**src/rtl/int_ctrl_pkg.sv**
```systemverilog
// Shared definitions for the interrupt controller:
// register map, FSM states and CTRL field positions.
package int_ctrl_pkg;

  localparam logic [1:0] REG_MASK = 2'd0;
  localparam logic [1:0] REG_MODE = 2'd1;
  localparam logic [1:0] REG_PEND = 2'd2;
  localparam logic [1:0] REG_CTRL = 2'd3;

  typedef enum logic [1:0] {
    S_IDLE,
    S_REQ,
    S_SERVICE
  } state_t;

  localparam int CTRL_GEN     = 0;
  localparam int CTRL_INSVC   = 1;
  localparam int CTRL_ISR_LSB = 4;

endpackage

```
**src/rtl/irq_prio_enc.sv**
```systemverilog
// Lowest-index-first priority encoder.
// Source 0 has the highest priority.
module irq_prio_enc #(
  parameter int NSRC = 6,
  parameter int IDW  = 3
) (
  input  logic [NSRC-1:0] vec,
  output logic [IDW-1:0]  id,
  output logic            valid
);

  always_comb begin
    id    = '0;
    valid = |vec;
    // Scan downwards so the lowest set index is the last write.
    for (int i = NSRC - 1; i >= 0; i--) begin
      if (vec[i]) id = IDW'(i);
    end
  end

endmodule

```
**src/rtl/int_ctrl.sv**
```systemverilog
// Interrupt controller: pending latch, masking, fixed
// priority and a one-at-a-time request handshake to CP0.
module int_ctrl
  import int_ctrl_pkg::*;
#(
  parameter int NSRC = 6,
  parameter int IDW  = 3
) (
  input  logic            clk,
  input  logic            rst,
  input  logic [NSRC-1:0] irq_src,
  input  logic            we,
  input  logic [1:0]      addr,
  input  logic [31:0]     wdata,
  output logic [31:0]     rdata,
  output logic            int_req,
  output logic [IDW-1:0]  int_id,
  input  logic            int_ack,
  input  logic            eret
);

  logic [NSRC-1:0] mask;
  logic [NSRC-1:0] mode;
  logic [NSRC-1:0] pend;
  logic [NSRC-1:0] prev;
  logic            gen;
  logic [IDW-1:0]  isr_id;
  state_t          state;

  logic [NSRC-1:0] rise;
  logic [NSRC-1:0] clr;
  logic [NSRC-1:0] pend_nx;
  logic [NSRC-1:0] elig;
  logic [IDW-1:0]  win_id;
  logic            win_vld;
  logic            ack_ok;
  logic [31:0]     ctrl_rd;
  logic [31:0]     rd_nx;
  logic            unused_wdata;

  assign unused_wdata = ^wdata[31:NSRC];

  assign ack_ok = (state == S_REQ) && int_ack;
  assign elig   = pend & mask & {NSRC{gen}};

  irq_prio_enc #(
    .NSRC (NSRC),
    .IDW  (IDW)
  ) u_enc (
    .vec   (elig),
    .id    (win_id),
    .valid (win_vld)
  );

  always_comb begin
    rise = irq_src & ~prev;
    clr  = '0;
    if (we && addr == REG_PEND) clr = wdata[NSRC-1:0];
    if (ack_ok) clr[int_id] = 1'b1;
    // Level bits just follow the input; only edge bits can clear.
    clr     = clr & mode;
    pend_nx = (mode & ((pend & ~clr) | rise))
            | (~mode & irq_src);
  end

  always_comb begin
    ctrl_rd                         = '0;
    ctrl_rd[CTRL_GEN]               = gen;
    ctrl_rd[CTRL_INSVC]             = (state == S_SERVICE);
    ctrl_rd[CTRL_ISR_LSB +: IDW]    = isr_id;
    rd_nx                           = '0;
    unique case (addr)
      REG_MASK: rd_nx[NSRC-1:0] = mask;
      REG_MODE: rd_nx[NSRC-1:0] = mode;
      REG_PEND: rd_nx[NSRC-1:0] = pend;
      REG_CTRL: rd_nx           = ctrl_rd;
      default:  rd_nx           = '0;
    endcase
  end

  always_ff @(posedge clk or negedge rst) begin
    if (!rst) begin
      mask  <= '0;
      mode  <= '0;
      gen   <= 1'b0;
      pend  <= '0;
      prev  <= '0;
      rdata <= '0;
    end else begin
      prev  <= irq_src;
      pend  <= pend_nx;
      rdata <= rd_nx;
      if (we) begin
        unique case (1'b1)
          addr == REG_MASK: mask <= wdata[NSRC-1:0];
          addr == REG_MODE: mode <= wdata[NSRC-1:0];
          addr == REG_CTRL: gen  <= wdata[CTRL_GEN];
          default: ;
        endcase
      end
    end
  end

  always_ff @(posedge clk or negedge rst) begin
    if (!rst) begin
      state   <= S_IDLE;
      int_req <= 1'b0;
      int_id  <= '0;
      isr_id  <= '0;
    end else begin
      unique case (state)
        S_IDLE: begin
          if (win_vld) begin
            state   <= S_REQ;
            int_req <= 1'b1;
            int_id  <= win_id;
          end
        end
        S_REQ: begin
          if (int_ack) begin
            state   <= S_SERVICE;
            int_req <= 1'b0;
            isr_id  <= int_id;
          end else if (!win_vld) begin
            state   <= S_IDLE;
            int_req <= 1'b0;
          end else begin
            int_id  <= win_id;
          end
        end
        S_SERVICE: begin
          if (eret) state <= S_IDLE;
        end
        default: begin
          state   <= S_IDLE;
          int_req <= 1'b0;
        end
      endcase
    end
  end

endmodule
```
**config.mk**
```make
export PLATFORM = sky130hd
export DESIGN_NAME = int_ctrl
export DESIGN_NICKNAME = d
export VERILOG_FILES = /design/src/rtl/int_ctrl_pkg.sv /design/src/rtl/irq_prio_enc.sv /design/src/rtl/int_ctrl.sv
export SDC_FILE = /design/constraint.sdc
export NUM_CORES = 1
export LEC_CHECK = 0
export CAP_MARGIN = 30
export CORE_AREA = 2 2 80 90
export DETAILED_ROUTE_END_ITERATION = 6
export DIE_AREA = 0 0 82 92
export PLACE_DENSITY = 0.59
export SLEW_MARGIN = 20
export SYNTH_ARGS = -nofsm -noshare
export SYNTH_HDL_FRONTEND = slang
export SYNTH_HIERARCHICAL = 1
export SYNTH_SLANG_ARGS = --single-unit
```
**constraint.sdc**
```tcl
create_clock -name clk -period 2.2 [get_ports clk]
set_input_delay 0.22 -clock clk [delete_from_list [all_inputs] [get_ports clk]]
set_output_delay 0.22 -clock clk [all_outputs]
set_load 0.02 [all_outputs]
```
==> impl_metrics.ini <==
[timing]
fmax_ghz = 0.4613
whs_ps = 384.7
grt_setup_unrepaired = true
slew_violations = 0
finalWorstSetupSlack_ps = 32.19
relSlewSlack_pct = 66.40
fin_setup_tns_ps = 0
hold_violations = 0
fin_crit_sh_pct = 98.54
worst_slew_pin_slew_ps = 504.0
fin_skew_ps = 7.962
setup_viol = 0
period_minus_slack_ps = 2168

[synthesis]
synth_compound_area_share_pct = 6.730
synth_top_family_by_area = multiplexers
ys_top_cells_by_count = 41 x dfrtp_1, 25 x buf_4, 20 x nand2_1, 18 x mux2_2, 7 x and3_1
netlist_instances = 164
yosys.area.top_type_share_pct = 51.57
ys_ff_latch = 41
synthMuxAreaShare_pct = 16.48
synth_xor_area_share_pct = 0
yosysTopAreaCell = dfrtp_1
yosysSeqAreaShare_pct = 51.57
yosysMostFrequentCell = dfrtp_1
synth-edff-count = 0
avgSynthCellArea_um2 = 12.13
synth_async_sr_flop_share_pct = 100.0
yosys.area_share.simple_pct = 13.90
syn_area_um2 = 1989
ys.flop_type = dfrtp_1
synthAdderAreaFrac_pct = 0
synth_cell_types = 30
synth_area_leaders = dfrtp_1 52%, mux2_2 10%, buf_4 9.4%, mux4_1 5.3%, nand2_1 3.8%
yosys_warnings = 6

[final_layout]
drive_above_1_share_pct = 23.44
seqCellArea_um2 = 1027
area_growth_pct = 25.60
nets = 253
antenna_cells = 0
final_area_um2 = 2499
final_util_pct = 37.15
multi_input_area_um2 = 877.1
n_fill_cell = 675
fin_cells = 294

[global_routing]
grt_usage_pct = 11.82
antenna_found_initial = 0
grt_pass1_vias = 1331
grt_remaining_overflow = 0
grt_first_pass_wirelength_um = 6713
grt_max_degree = 42

[detailed_routing]
initialDrtViolationCount = 84
wl_per_cell_um = 13.74
vias = 1315
drt_wl_total_um = 4040
drc = 0
antenna_left = 0
viasPerCell = 4.473
first_pass_iters = 4

[placement]
dp_hpwl_um = 2921
place_ws_ps = -91.44
globalplace.congestion = 0.7739
dp.cells = 283
dpl-instance-area_um2 = 2321
io_buffers = 29

[worst_setup_path]
cp.arrival_ps = 2350
end_kind = flip-flop
path_max_fanout = 7
cp.required_ps = 2380
crit_type = reg2reg
start_kind = flip-flop

[power]
power_mw = 2.316
switching_share_pct = 32.18
seqPwrFrac_pct = 45.6
combPwrFrac_pct = 33.5
power_density_nw_per_um2 = 926.9
vdd_ir_drop_max_v = 0.0003203
p_leak_nw = 1.161
power.switching_mw = 0.7452
pwr-share-clk_pct = 21.0
p_int_mw = 1.571

[floorplan]
core_um2 = 6726
dieWidth_um = 82
fp.dieH_um = 92
pin_count = 81
die-area_um2 = 7544
start_util_pct = 29.58
rows = 32

[clock_network]
cts_buffer_depth = 2
cts_made_buffers = 5
clkTransAtPathRegs_ps = 80
cts_sinks = 41
clockRootBuffer = clkbuf_8
cts_tree = done
clock_latency_ps = 300
ctsHtreeMaxLevel = 2

[worst_hold_path]
min_path_type = in2reg

[run]
maxCapViolCount = 0

[outcome]
status = finished, final reports clean
-- worst max-delay path, stage by stage (launching register included) --
cell and delay (ps):
dfrtp_2 450, and3_4 170, or4_4 530, or3_1 360, nor2b_4 140, nand2_4 110, mux2_4 300
-- layer usage --
| metal | wire length (um) | GRT usage [%] | share of wire [%] | vias to the layer above |
|---|---|---|---|---|
| li1 | - | - | - | 617 |
| met1 | 1813 | 15.31 | 45 | 648 |
| met2 | 1964 | 18.90 | 49 | 48 |
| met3 | 236 | 3.346 | 5.8 | 2 |
| met4 | 26 | 3.750 | 0.64 | 0 |
| met5 | 0 | 0 | 0 | - |
-- worst paths after layout --
path / startpoint / end / slack, ps / cells past startpoint
setup / recovery: gen$_DFFE_PN0P_ / int_id[0]$_DFFE_PN0P_ / 30 / 6
hold / removal: irq_src[4] / prev[4]$_DFF_PN0_ / 380 / 1
setup reg to reg: gen$_DFFE_PN0P_ / int_id[0]$_DFFE_PN0P_ / 30 / 6
hold reg to reg: isr_id[0]$_DFFE_PN0N_ / isr_id[0]$_DFFE_PN0N_ / 480 / 1
max in group asynchronous: rst / mode[3]$_DFFE_PN0P_ / 1300 / 3
min in group asynchronous: rst / state[0]$_DFFE_PN0P_ / 430 / 2
-- power groups by stage --
stage               Sequential, mW  Combinational (mW)  Clock (mW)
floorplan                     1.09               0.399           0
global placement              1.06               0.685           0
detailed placement            1.06               0.700           0
CTS                           1.05               0.730       0.505
global route                  1.08               0.852       0.533
finish                        1.06               0.775       0.486
-- layout make-up --
type                       count  share of cell area, %
clock buffer                   5                  2.754
sequential                    41                  41.11
clock inverter                 3                 0.7011
inverter                       3                 0.4507
multi-input combinational    117                  35.10
timing repair buffer          40                  15.62
tap                           85                  4.256
-- cell usage in the layout, fill, tap and decap left out, types with 4 or more instances in the layout --
cell,count
mux2_2,15
and3_1,4
mux4_1,4
clkbuf_8,5
nor2b_1,4
o21ai_0,4
conb_1,25
buf_4,9
dfrtp_1,40
clkdlybuf4s50_1,28
nor2_1,5
nand2_1,19
a22o_1,4
-- logic make-up (layout without fill, tap and decap cells) --
group | Yosys count | count (layout)
AOI/OAI and AO/OA | 19 | 19
other | 1 | 25
DFF | 41 | 41
and+or+nand+nor | 49 | 49
muxes | 24 | 24
buffers and inverters | 30 | 51
-- repair_timing --
| item | 4_1_cts | 5_1_grt |
|---|---|---|
| resized for setup | 5 | 7 |
| pin swaps | 1 | 5 |
| buffers inserted | 1 | 0 |
| hold endpoints to repair | 0 | 19 |
| endpoints found under the setup margin | 3 | 3 |
| hold buffers | 0 | 1 |
-- flip-flops by register name, indices dropped and copies added, names as in the netlist --
| name | count |
|---|---|
| gen | 1 |
| int_id | 3 |
| int_req | 1 |
| isr_id | 3 |
| mask | 6 |
| mode | 6 |
| pend | 6 |
| prev | 6 |
| rdata | 7 |
| state | 2 |
(Power assumes the default switching activity.)
